--- src/rtl/alu_exec_stage.sv ---
// ---------------------------------------------------------------------------
// alu_exec_stage
//
// Execute stage that sits directly behind the 16-bit register bank. It takes
// the two read-port operands, computes a result with a small multi-cycle ALU,
// and then presents one write to the bank on Sel_C/Data_C for exactly one
// cycle. While idle, Sel_C stays on NULL_SEL, which maps to no register, so
// the bank's always-write port does not write anything.
//
// Ports
//   clk       in   1      system clock, rising edge
//   nreset    in   1      asynchronous active-low reset
//   start     in   1      request, sampled only while busy=0
//   op        in   4      operation code, sampled with start
//   dest_sel  in   SEL_W  destination register, sampled with start
//   Data_A    in   WIDTH  operand A, sampled with start
//   Data_B    in   WIDTH  operand B, sampled with start
//   busy      out  1      operation in progress
//   done      out  1      one-cycle completion strobe
//   Sel_C     out  SEL_W  write select to the bank
//   Data_C    out  WIDTH  write data to the bank
//   flags     out  4      {Z,N,C,V}
//
// Op codes: 0 ADD, 1 SUB, 2 AND, 3 OR, 4 XOR, 5 NOT A, 6 SHL, 7 SHR,
//           8 MUL (low half), 9 PASS B, 10-15 PASS A
// ---------------------------------------------------------------------------
module alu_exec_stage #(
  parameter int WIDTH    = 16,
  parameter int SEL_W    = 6,
  parameter int NULL_SEL = 63
) (
  input  logic             clk,
  input  logic             nreset,
  input  logic             start,
  input  logic [3:0]       op,
  input  logic [SEL_W-1:0] dest_sel,
  input  logic [WIDTH-1:0] Data_A,
  input  logic [WIDTH-1:0] Data_B,
  output logic             busy,
  output logic             done,
  output logic [SEL_W-1:0] Sel_C,
  output logic [WIDTH-1:0] Data_C,
  output logic [3:0]       flags
);

  localparam int CNT_W = $clog2(WIDTH + 1);
  localparam logic [SEL_W-1:0] nullSel = SEL_W'(NULL_SEL);

  localparam logic [3:0] OP_ADD  = 4'd0;
  localparam logic [3:0] OP_SUB  = 4'd1;
  localparam logic [3:0] OP_AND  = 4'd2;
  localparam logic [3:0] OP_OR   = 4'd3;
  localparam logic [3:0] OP_XOR  = 4'd4;
  localparam logic [3:0] OP_NOT  = 4'd5;
  localparam logic [3:0] OP_SHL  = 4'd6;
  localparam logic [3:0] OP_SHR  = 4'd7;
  localparam logic [3:0] OP_MUL  = 4'd8;
  localparam logic [3:0] OP_PASB = 4'd9;

  typedef enum logic [1:0] {
    IDLE,
    EXEC,
    ITER,
    DONE
  } state_t;

  state_t           state_q, state_d;
  logic [3:0]       op_q, op_d;
  logic [SEL_W-1:0] dest_q, dest_d;
  logic [WIDTH-1:0] a_q, a_d;
  logic [WIDTH-1:0] b_q, b_d;
  logic [CNT_W-1:0] cnt_q, cnt_d;
  logic [WIDTH-1:0] workHi_q, workHi_d;
  logic [WIDTH-1:0] workLo_q, workLo_d;
  logic             busy_q, busy_d;
  logic             done_q, done_d;
  logic [SEL_W-1:0] selC_q, selC_d;
  logic [WIDTH-1:0] dataC_q, dataC_d;
  logic [3:0]       flags_q, flags_d;

  // Single-cycle ALU results, computed from the captured operands.
  logic [WIDTH:0]   aluSum;
  logic [WIDTH:0]   aluDiff;
  logic [WIDTH-1:0] aluRes;
  logic             aluC;
  logic             aluV;

  // One iteration step for shifts and the shift-add multiplier.
  logic [WIDTH-1:0] shiftLo;
  logic             shiftOut;
  logic [WIDTH:0]   mulSum;
  logic [WIDTH-1:0] stepHi;
  logic [WIDTH-1:0] stepLo;
  logic             stepC;

  // Completion request from the FSM, applied to the output registers.
  logic             fin;
  logic [WIDTH-1:0] finRes;
  logic             finC;
  logic             finV;

  logic             isShift;

  assign isShift = (op_q == OP_SHL) || (op_q == OP_SHR);

  // Combinational ALU for the ops that finish in the EXEC cycle. The 17-bit
  // difference wraps when A<B, so its top bit is the unsigned borrow.
  always_comb begin
    aluSum  = {1'b0, a_q} + {1'b0, b_q};
    aluDiff = {1'b0, a_q} - {1'b0, b_q};
    aluRes  = a_q;
    aluC    = 1'b0;
    aluV    = 1'b0;
    case (op_q)
      OP_ADD: begin
        aluRes = aluSum[WIDTH-1:0];
        aluC   = aluSum[WIDTH];
        aluV   = (a_q[WIDTH-1] == b_q[WIDTH-1]) &&
                 (aluSum[WIDTH-1] != a_q[WIDTH-1]);
      end
      OP_SUB: begin
        aluRes = aluDiff[WIDTH-1:0];
        aluC   = aluDiff[WIDTH];
        aluV   = (a_q[WIDTH-1] != b_q[WIDTH-1]) &&
                 (aluDiff[WIDTH-1] != a_q[WIDTH-1]);
      end
      OP_AND:  aluRes = a_q & b_q;
      OP_OR:   aluRes = a_q | b_q;
      OP_XOR:  aluRes = a_q ^ b_q;
      OP_NOT:  aluRes = ~a_q;
      OP_PASB: aluRes = b_q;
      default: aluRes = a_q;
    endcase
  end

  // Iteration datapath. Shifts move workLo by one bit and remember the bit
  // that fell out. The multiplier keeps {workHi,workLo} as a combined
  // product/multiplier register: add A into the high half when the current
  // multiplier LSB is set, then shift the whole thing right by one, so after
  // WIDTH steps it holds the full double-width product.
  always_comb begin
    if (op_q[0]) begin
      shiftLo  = workLo_q >> 1;
      shiftOut = workLo_q[0];
    end else begin
      shiftLo  = workLo_q << 1;
      shiftOut = workLo_q[WIDTH-1];
    end

    mulSum = {1'b0, workHi_q} + (workLo_q[0] ? {1'b0, a_q} : '0);

    if (op_q == OP_MUL) begin
      stepHi = mulSum[WIDTH:1];
      stepLo = {mulSum[0], workLo_q[WIDTH-1:1]};
      stepC  = |mulSum[WIDTH:1];
    end else begin
      stepHi = workHi_q;
      stepLo = shiftLo;
      stepC  = shiftOut;
    end
  end

  // Next-state and output logic. Outputs are all registered, so the values
  // seen during the DONE cycle are loaded here on the edge that enters DONE.
  always_comb begin
    state_d  = state_q;
    op_d     = op_q;
    dest_d   = dest_q;
    a_d      = a_q;
    b_d      = b_q;
    cnt_d    = cnt_q;
    workHi_d = workHi_q;
    workLo_d = workLo_q;
    busy_d   = busy_q;
    done_d   = 1'b0;
    selC_d   = nullSel;
    dataC_d  = dataC_q;
    flags_d  = flags_q;
    fin      = 1'b0;
    finRes   = '0;
    finC     = 1'b0;
    finV     = 1'b0;

    case (state_q)
      IDLE: begin
        if (start) begin
          op_d    = op;
          dest_d  = dest_sel;
          a_d     = Data_A;
          b_d     = Data_B;
          busy_d  = 1'b1;
          state_d = EXEC;
        end
      end

      EXEC: begin
        if (isShift) begin
          if (b_q[3:0] == 4'd0) begin
            fin    = 1'b1;
            finRes = a_q;
          end else begin
            cnt_d    = CNT_W'(b_q[3:0]);
            workHi_d = '0;
            workLo_d = a_q;
            state_d  = ITER;
          end
        end else if (op_q == OP_MUL) begin
          cnt_d    = CNT_W'(WIDTH);
          workHi_d = '0;
          workLo_d = b_q;
          state_d  = ITER;
        end else begin
          fin    = 1'b1;
          finRes = aluRes;
          finC   = aluC;
          finV   = aluV;
        end
      end

      ITER: begin
        workHi_d = stepHi;
        workLo_d = stepLo;
        cnt_d    = cnt_q - CNT_W'(1);
        if (cnt_q == CNT_W'(1)) begin
          fin    = 1'b1;
          finRes = stepLo;
          finC   = stepC;
        end
      end

      DONE: begin
        // Back-to-back: a request in the DONE cycle skips IDLE entirely.
        if (start) begin
          op_d    = op;
          dest_d  = dest_sel;
          a_d     = Data_A;
          b_d     = Data_B;
          busy_d  = 1'b1;
          state_d = EXEC;
        end else begin
          state_d = IDLE;
        end
      end

      default: state_d = IDLE;
    endcase

    if (fin) begin
      state_d = DONE;
      busy_d  = 1'b0;
      done_d  = 1'b1;
      selC_d  = dest_q;
      dataC_d = finRes;
      flags_d = {(finRes == '0), finRes[WIDTH-1], finC, finV};
    end
  end

  // State and output registers. Reset aborts any operation in flight, and
  // because Sel_C returns to NULL_SEL no write reaches the bank.
  always_ff @(posedge clk or negedge nreset) begin
    if (!nreset) begin
      state_q  <= IDLE;
      op_q     <= '0;
      dest_q   <= '0;
      a_q      <= '0;
      b_q      <= '0;
      cnt_q    <= '0;
      workHi_q <= '0;
      workLo_q <= '0;
      busy_q   <= 1'b0;
      done_q   <= 1'b0;
      selC_q   <= nullSel;
      dataC_q  <= '0;
      flags_q  <= '0;
    end else begin
      state_q  <= state_d;
      op_q     <= op_d;
      dest_q   <= dest_d;
      a_q      <= a_d;
      b_q      <= b_d;
      cnt_q    <= cnt_d;
      workHi_q <= workHi_d;
      workLo_q <= workLo_d;
      busy_q   <= busy_d;
      done_q   <= done_d;
      selC_q   <= selC_d;
      dataC_q  <= dataC_d;
      flags_q  <= flags_d;
    end
  end

  assign busy   = busy_q;
  assign done   = done_q;
  assign Sel_C  = selC_q;
  assign Data_C = dataC_q;
  assign flags  = flags_q;

endmodule

--- config.mk ---
export PLATFORM = sky130hd
export DESIGN_NAME = alu_exec_stage
export DESIGN_NICKNAME = d
export VERILOG_FILES = /design/src/rtl/alu_exec_stage.sv
export SDC_FILE = /design/constraint.sdc
export NUM_CORES = 1
export LEC_CHECK = 0
export ABC_CLOCK_PERIOD_IN_PS = 3700
export BUFFER_PORTS_ARGS = -buffer_cell sky130_fd_sc_hd__buf_2
export CAP_MARGIN = 20
export CORE_ASPECT_RATIO = 0.6
export CORE_MARGIN = 3
export CORE_UTILIZATION = 41
export CTS_CLUSTER_SIZE = 20
export DETAILED_ROUTE_END_ITERATION = 10
export SLEW_MARGIN = 40
export SYNTH_ARGS = -nofsm -noshare
export SYNTH_HDL_FRONTEND = slang
export SYNTH_SLANG_ARGS = --single-unit
--- constraint.sdc ---
create_clock -name clk -period 3.7 [get_ports clk]
set_clock_uncertainty 0.2 [all_clocks]
set_input_delay 0 -clock clk [delete_from_list [all_inputs] [get_ports clk]]
set_output_delay 0 -clock clk [all_outputs]
set_load 0.01 [all_outputs]
Word-level counts from Yosys, hierarchy flattened:

Cells that the tools add are included.

* bits in registers: 109
* bits of input ports: 45

* add/subtract/negate cells: 4
* equality and inequality tests: 23
* muxes and demuxes: 50
* bitwise operators: 4
* reductions and logical operators: 18

Operator list (count)
* 2-to-1 mux 16 bit: 14
* one-hot mux 16 bit (7 select lines): 1
* one-hot mux 16 bit (2 select lines): 3
* adder 16 x 16 -> 17 bit: 2
* 2-to-1 mux 1 bit: 17
* subtractor 16 x 16 -> 17 bit: 1
* bitwise AND 16 bit: 1
* equality test 4 x 3 -> 1 bit (second input constant): 4
* zero test 16 bit: 1
* NOT 16 bit: 1
* OR 16 bit: 1
* OR reduction 16 bit: 1
* XOR 16 bit: 1
* 2-to-1 mux 5 bit: 3
* 2-to-1 mux 2 bit: 5
* one-hot mux 5 bit (2 select lines): 1
* != test 3 bit (second input constant): 3
* equality test 4 x 2 -> 1 bit (second input constant): 2
* equality test 4 bit (second input constant): 2
* zero test 4 bit: 2
* != test 4 bit (second input constant): 2
* one-hot mux 1 bit (2 select lines): 4
* AND reduction 4 bit: 2
* 2-to-1 mux 6 bit: 1
* other kinds (17): 24

Depth between registers and ports, before layout:

* word-level depth: 7
* mapped depth: 15
* gate-level depth less buffers: 14

Worst setup path before layout:

Ideal clock, no wire load.

* path kind: register to register
* start point: register workLo_q[0]
* end point: register flags_q[1] (netlist: flags[1])
* library setup time: 0.126 ns
* arrival: 3.036 ns
* setup slack: 0.338 ns
* stages on the path, launching flop included: 16
* cell sequence: dfrtp_1 -> clkbuf_1 -> and2_1 -> ha_1 -> inv_1 -> fa_1 -> nor2b_1 -> o2111ai_1 -> nand3_1 -> a311o_1 -> a31oi_1 -> xnor2_1 -> a22o_1 -> nand4b_1 -> nand4bb_1 -> a221o_1

* cells in the longest elaborated chain, start to end: 6
* elaborated cells on any way between the ends: 7

RTL lines
* start: declaration: RTL line 74 `logic [WIDTH-1:0] workLo_q, workLo_d;`
* start signal: assignment: RTL line 283 `workLo_q <= workLo_d;`
* 2-to-1 mux 16 bit: RTL line 150 `mulSum = {1'b0, workHi_q} + (workLo_q[0] ? {1'b0, a_q} : '0);`
* adder 16 x 16 -> 17 bit: RTL line 150
* OR reduction 16 bit: RTL line 155 `stepC = |mulSum[WIDTH:1];`
* 2-to-1 mux 1 bit (*): RTL line 152 `if (op_q == OP_MUL) begin`
* 2-to-1 mux 1 bit (*): RTL line 224 `if (cnt_q == CNT_W'(1)) begin`
* one-hot mux 1 bit (2 select lines) (*): RTL line 184 `case (state_q)`
* end signal: assignment: RTL line 288 `flags_q <= flags_d;`
* end: declaration: RTL line 79 `logic [3:0] flags_q, flags_d;`

Mark *: on every way between the ends. The rest lies on a longest branch, timed or not.
A chain may end at the register's enable or synchronous reset.

Final worst setup path:

* start point: register a_q[0]
* end point: register flags_q[1] (netlist: flags[1])

* cells in the longest elaborated chain, start to end: 6
* elaborated cells on any way between the ends: 11

RTL lines
* start: declaration: RTL line 70 `logic [WIDTH-1:0] a_q, a_d;`
* start signal: assignment: RTL line 265 `a_q <= '0;`
* start signal: assignment: RTL line 279 `a_q <= a_d;`
* 2-to-1 mux 16 bit: RTL line 150
* adder 16 x 16 -> 17 bit: RTL line 150
* OR reduction 16 bit: RTL line 155
* 2-to-1 mux 1 bit: RTL line 152
* 2-to-1 mux 1 bit: RTL line 224
* one-hot mux 1 bit (2 select lines) (*): RTL line 184

Marked as above.

==> results.yml <==
run_status:
  status: "finished with violations"
  violations: "hold timing"
final_layout:
  syn_to_final_growth_pct: 21.75
  n_fill_cell: 2034
  drive_above_1_share_pct: 18.98
  diodes: 0
  nets: 1375
  final_area_um2: 10840
critical_path:
  crit_start: "a_q[0]"
  crit_fanout: 5
  critPathArrivalTime_ns: 3.58
  r2r-end: "flags[1]"
  reg2reg_depth: 15
  regToRegStartpoint: "a_q[0]"
  reg2reg_slack_ns: 0.17
  worst-setup-path-type: "reg2reg"
  start_kind: "flip-flop"
  critPathRequiredTime_ns: 3.75
  endpoint_kind: "flip-flop"
drt:
  drt_wl_total_mm: 31.60
  top_layer_used: "met4"
  routedLengthMet1_mm: 15.57
  ant_nets: 0
  drtIter0Drc: 956
  met2_length_mm: 12.42
  drcViolationCount: 0
  vias: 8962
  met3WireLength_mm: 3.129
  wl_per_cell_um: 20.55
  avgViaCountPerCell: 5.827
  drtPass1Iterations: 6
sta:
  rsz0062_at_grt: "no"
  final_max_slew_viol_count: 0
  slew-limit-headroom_pct: 44.31
  setup-tns-final_ns: 0
  fin_crit_sh_pct: 95.35
  fmax_ghz: 0.2834
  worst_pin_slew_ns: 0.8336
  finalSetupViolations: 0
  post-route-min-period_ns: 3.528
  hold_viol_final: 1
  hold_slack_ns: -0.0002613
synth:
  yosys.cell_types.count: 85
  synthTopCellsByArea: "dfrtp_1, ha_1, o21ai_0"
  yosysWarnings: 0
  synth_common_cells: "nand2_1, o21ai_0, dfrtp_1"
  syn_nets: 1234
  synth_ff_type: "dfrtp_1"
  synthArstFlopShare_pct: 100.0
  synth_top_area_share_pct: 28.68
  yosysTopAreaCell: "dfrtp_1"
  syn_avg_cell_area_um2: 7.997
  yosysMostFrequentCell: "nand2_1"
  ys_seq_area_share_pct: 30.45
  synth_cells: 1113
  netlist_area_um2: 8901
  yosys_register_bits: 108
  synth-edff-count: 0
floorplanning:
  die_h_um: 120.1
  die_w_um: 196.2
  placeableCoreArea_um2: 21190
  io_pins: 73
  start_util_pct: 42.01
  dieArea_um2: 23570
  rows: 41
clock_network:
  cts.path.max_buffers: 2
  cts_tree: "done"
  postCtsSetupRepairBufs: 0
  clkSlewWorstSetupHoldPaths_ns: 0.09
  cts-root-buf: "clkbuf_16"
  cts_buffers: 9
  insertion_delay_ns: 0.38
  cts.sinks: 108
  htree_levels: 3
global_routing:
  grt_usage_pct: 26.98
  grt_overflow_total: 0
  grt_antenna_before_repair: 1
  grt_max_degree: 51
  grt_pass1_vias: 8474
  grt_pass1_wl_mm: 49.49
placed_design:
  dpl.hpwl_mm: 24.10
  portBuffers: 72
  dpl-instance-area_um2: 9978
  gp_routability_congestion: 0.9803
job:
  cap_violations: 0
power:
  power_density_nw_per_um2: 1030
  cellLeakagePower_nw: 4.833
  ir_drop_mv: 0.5875
worst_hold_path:
  hold_path_class: "in2async"
cell families after synthesis:
| kind of cell | after synthesis | share of synthesized area [%] |
|---|---|---|
| AOI/OAI and AO/OA | 375 | 27.17 |
| and+or+nand+nor | 359 | 18.98 |
| buffers and inverters | 141 | 6.382 |
| DFF | 108 | 30.45 |
| adders and majority gates | 76 | 10.94 |
| muxes | 33 | 4.020 |
| xor gates and xnor gates | 21 | 2.066 |
stage by stage:
stage          instances  power, mW  setup WS, ns  utilization, %  hold WS [ns]
2_1_floorplan       1113      7.139        0.3383               -       -0.4956
3_3_place_gp        1473      9.709       0.06623           47.00      -0.05534
3_5_place_dp        1474      9.759     -0.007470           47.10       -0.2666
4_1_cts             1538      10.86       0.07415           50.74      0.002393
5_1_grt             1538      12.01      0.005145           51.15       0.02250
6_report            1538      11.17        0.1719           51.15    -0.0002613
how the worst max path moves through the flow:
stage	cells past startpoint	slack, ns	end
finish	15	0.17	flags[1]
global route	12	0.005	flags[3]
CTS	15	0.07	flags[3]
detailed placement	13	-0.007	flags[3]
global placement	13	0.07	flags[3]
floorplan	15	0.34	flags[1]
state kept, by name, summed over array words and instances, names as in the netlist, 2 cells and up:
name	flops
op_q	4
b_q	16
Sel_C	6
flags	4
workHi_q	16
Data_C	15
dest_q	6
state_q	2
a_q	16
cnt_q	5
workLo_q	16
cell usage in the layout (no fill, tap or decap), types with 7 or more instances in the layout:
| cell | count |
|---|---|
| nand2_1 | 154 |
| o21ai_0 | 122 |
| dfrtp_1 | 99 |
| buf_4 | 79 |
| nor2_1 | 77 |
| a21oi_1 | 76 |
| buf_2 | 72 |
| ha_1 | 69 |
| inv_1 | 65 |
| dlygate4sd3_1 | 47 |
| mux2i_1 | 19 |
| and2_1 | 17 |
| o211ai_1 | 17 |
| nand3_1 | 16 |
| nand2b_1 | 14 |
| xnor2_1 | 14 |
| nor3_1 | 13 |
| o21ai_1 | 12 |
| a31oi_1 | 12 |
| mux2_2 | 12 |
| a21o_1 | 11 |
| o22ai_1 | 10 |
| nand4_1 | 9 |
| or3_1 | 9 |
| o221ai_1 | 9 |
| a22o_1 | 9 |
| clkbuf_16 | 9 |
| nor2b_1 | 8 |
| a211oi_1 | 8 |
| xor2_1 | 7 |
worst max-delay path, stage by stage, from the launching register on:
cell       delay (ns)
dfrtp_1          0.35
buf_4            0.13
and2_1           0.13
ha_1             0.17
inv_1            0.06
fa_1             0.41
nor2b_1          0.24
o2111ai_2        0.16
nand3_1          0.20
a31oi_1          0.14
o21bai_1         0.18
xor2_1           0.13
nor3_2           0.27
nand4b_1         0.12
nand4bb_1        0.20
a221o_1          0.33
routing by layer:
metal	track usage, %	up-vias
met5	0	-
met4	5.340	0
met3	7.099	43
met2	37.51	437
met1	41.67	4225
li1	-	4257
where the power goes:
group	internal [mW]	switching, mW
Combinational	3.08	5.01
Sequential	1.69	0.415
Clock	0.469	0.512
Total	5.23	5.93
timing repair:
action,in CTS,in global routing
setup endpoints to repair,1,3
hold endpoints to repair,150,0
hold buffers,48,0
resized for setup,2,21
pin swaps,0,8
final cells by class:
type                       count  area [um^2]  share of cell area, %
inverter                      70        265.3                  2.448
tap                          279        349.1                  3.221
clock buffer                   9        225.2                  2.078
clock inverter                 7        58.81                 0.5427
timing repair buffer         201         1484                  13.69
sequential                   108         2714                  25.04
multi-input combinational    864         5741                  52.97
Power figures use the tool's default switching activity.
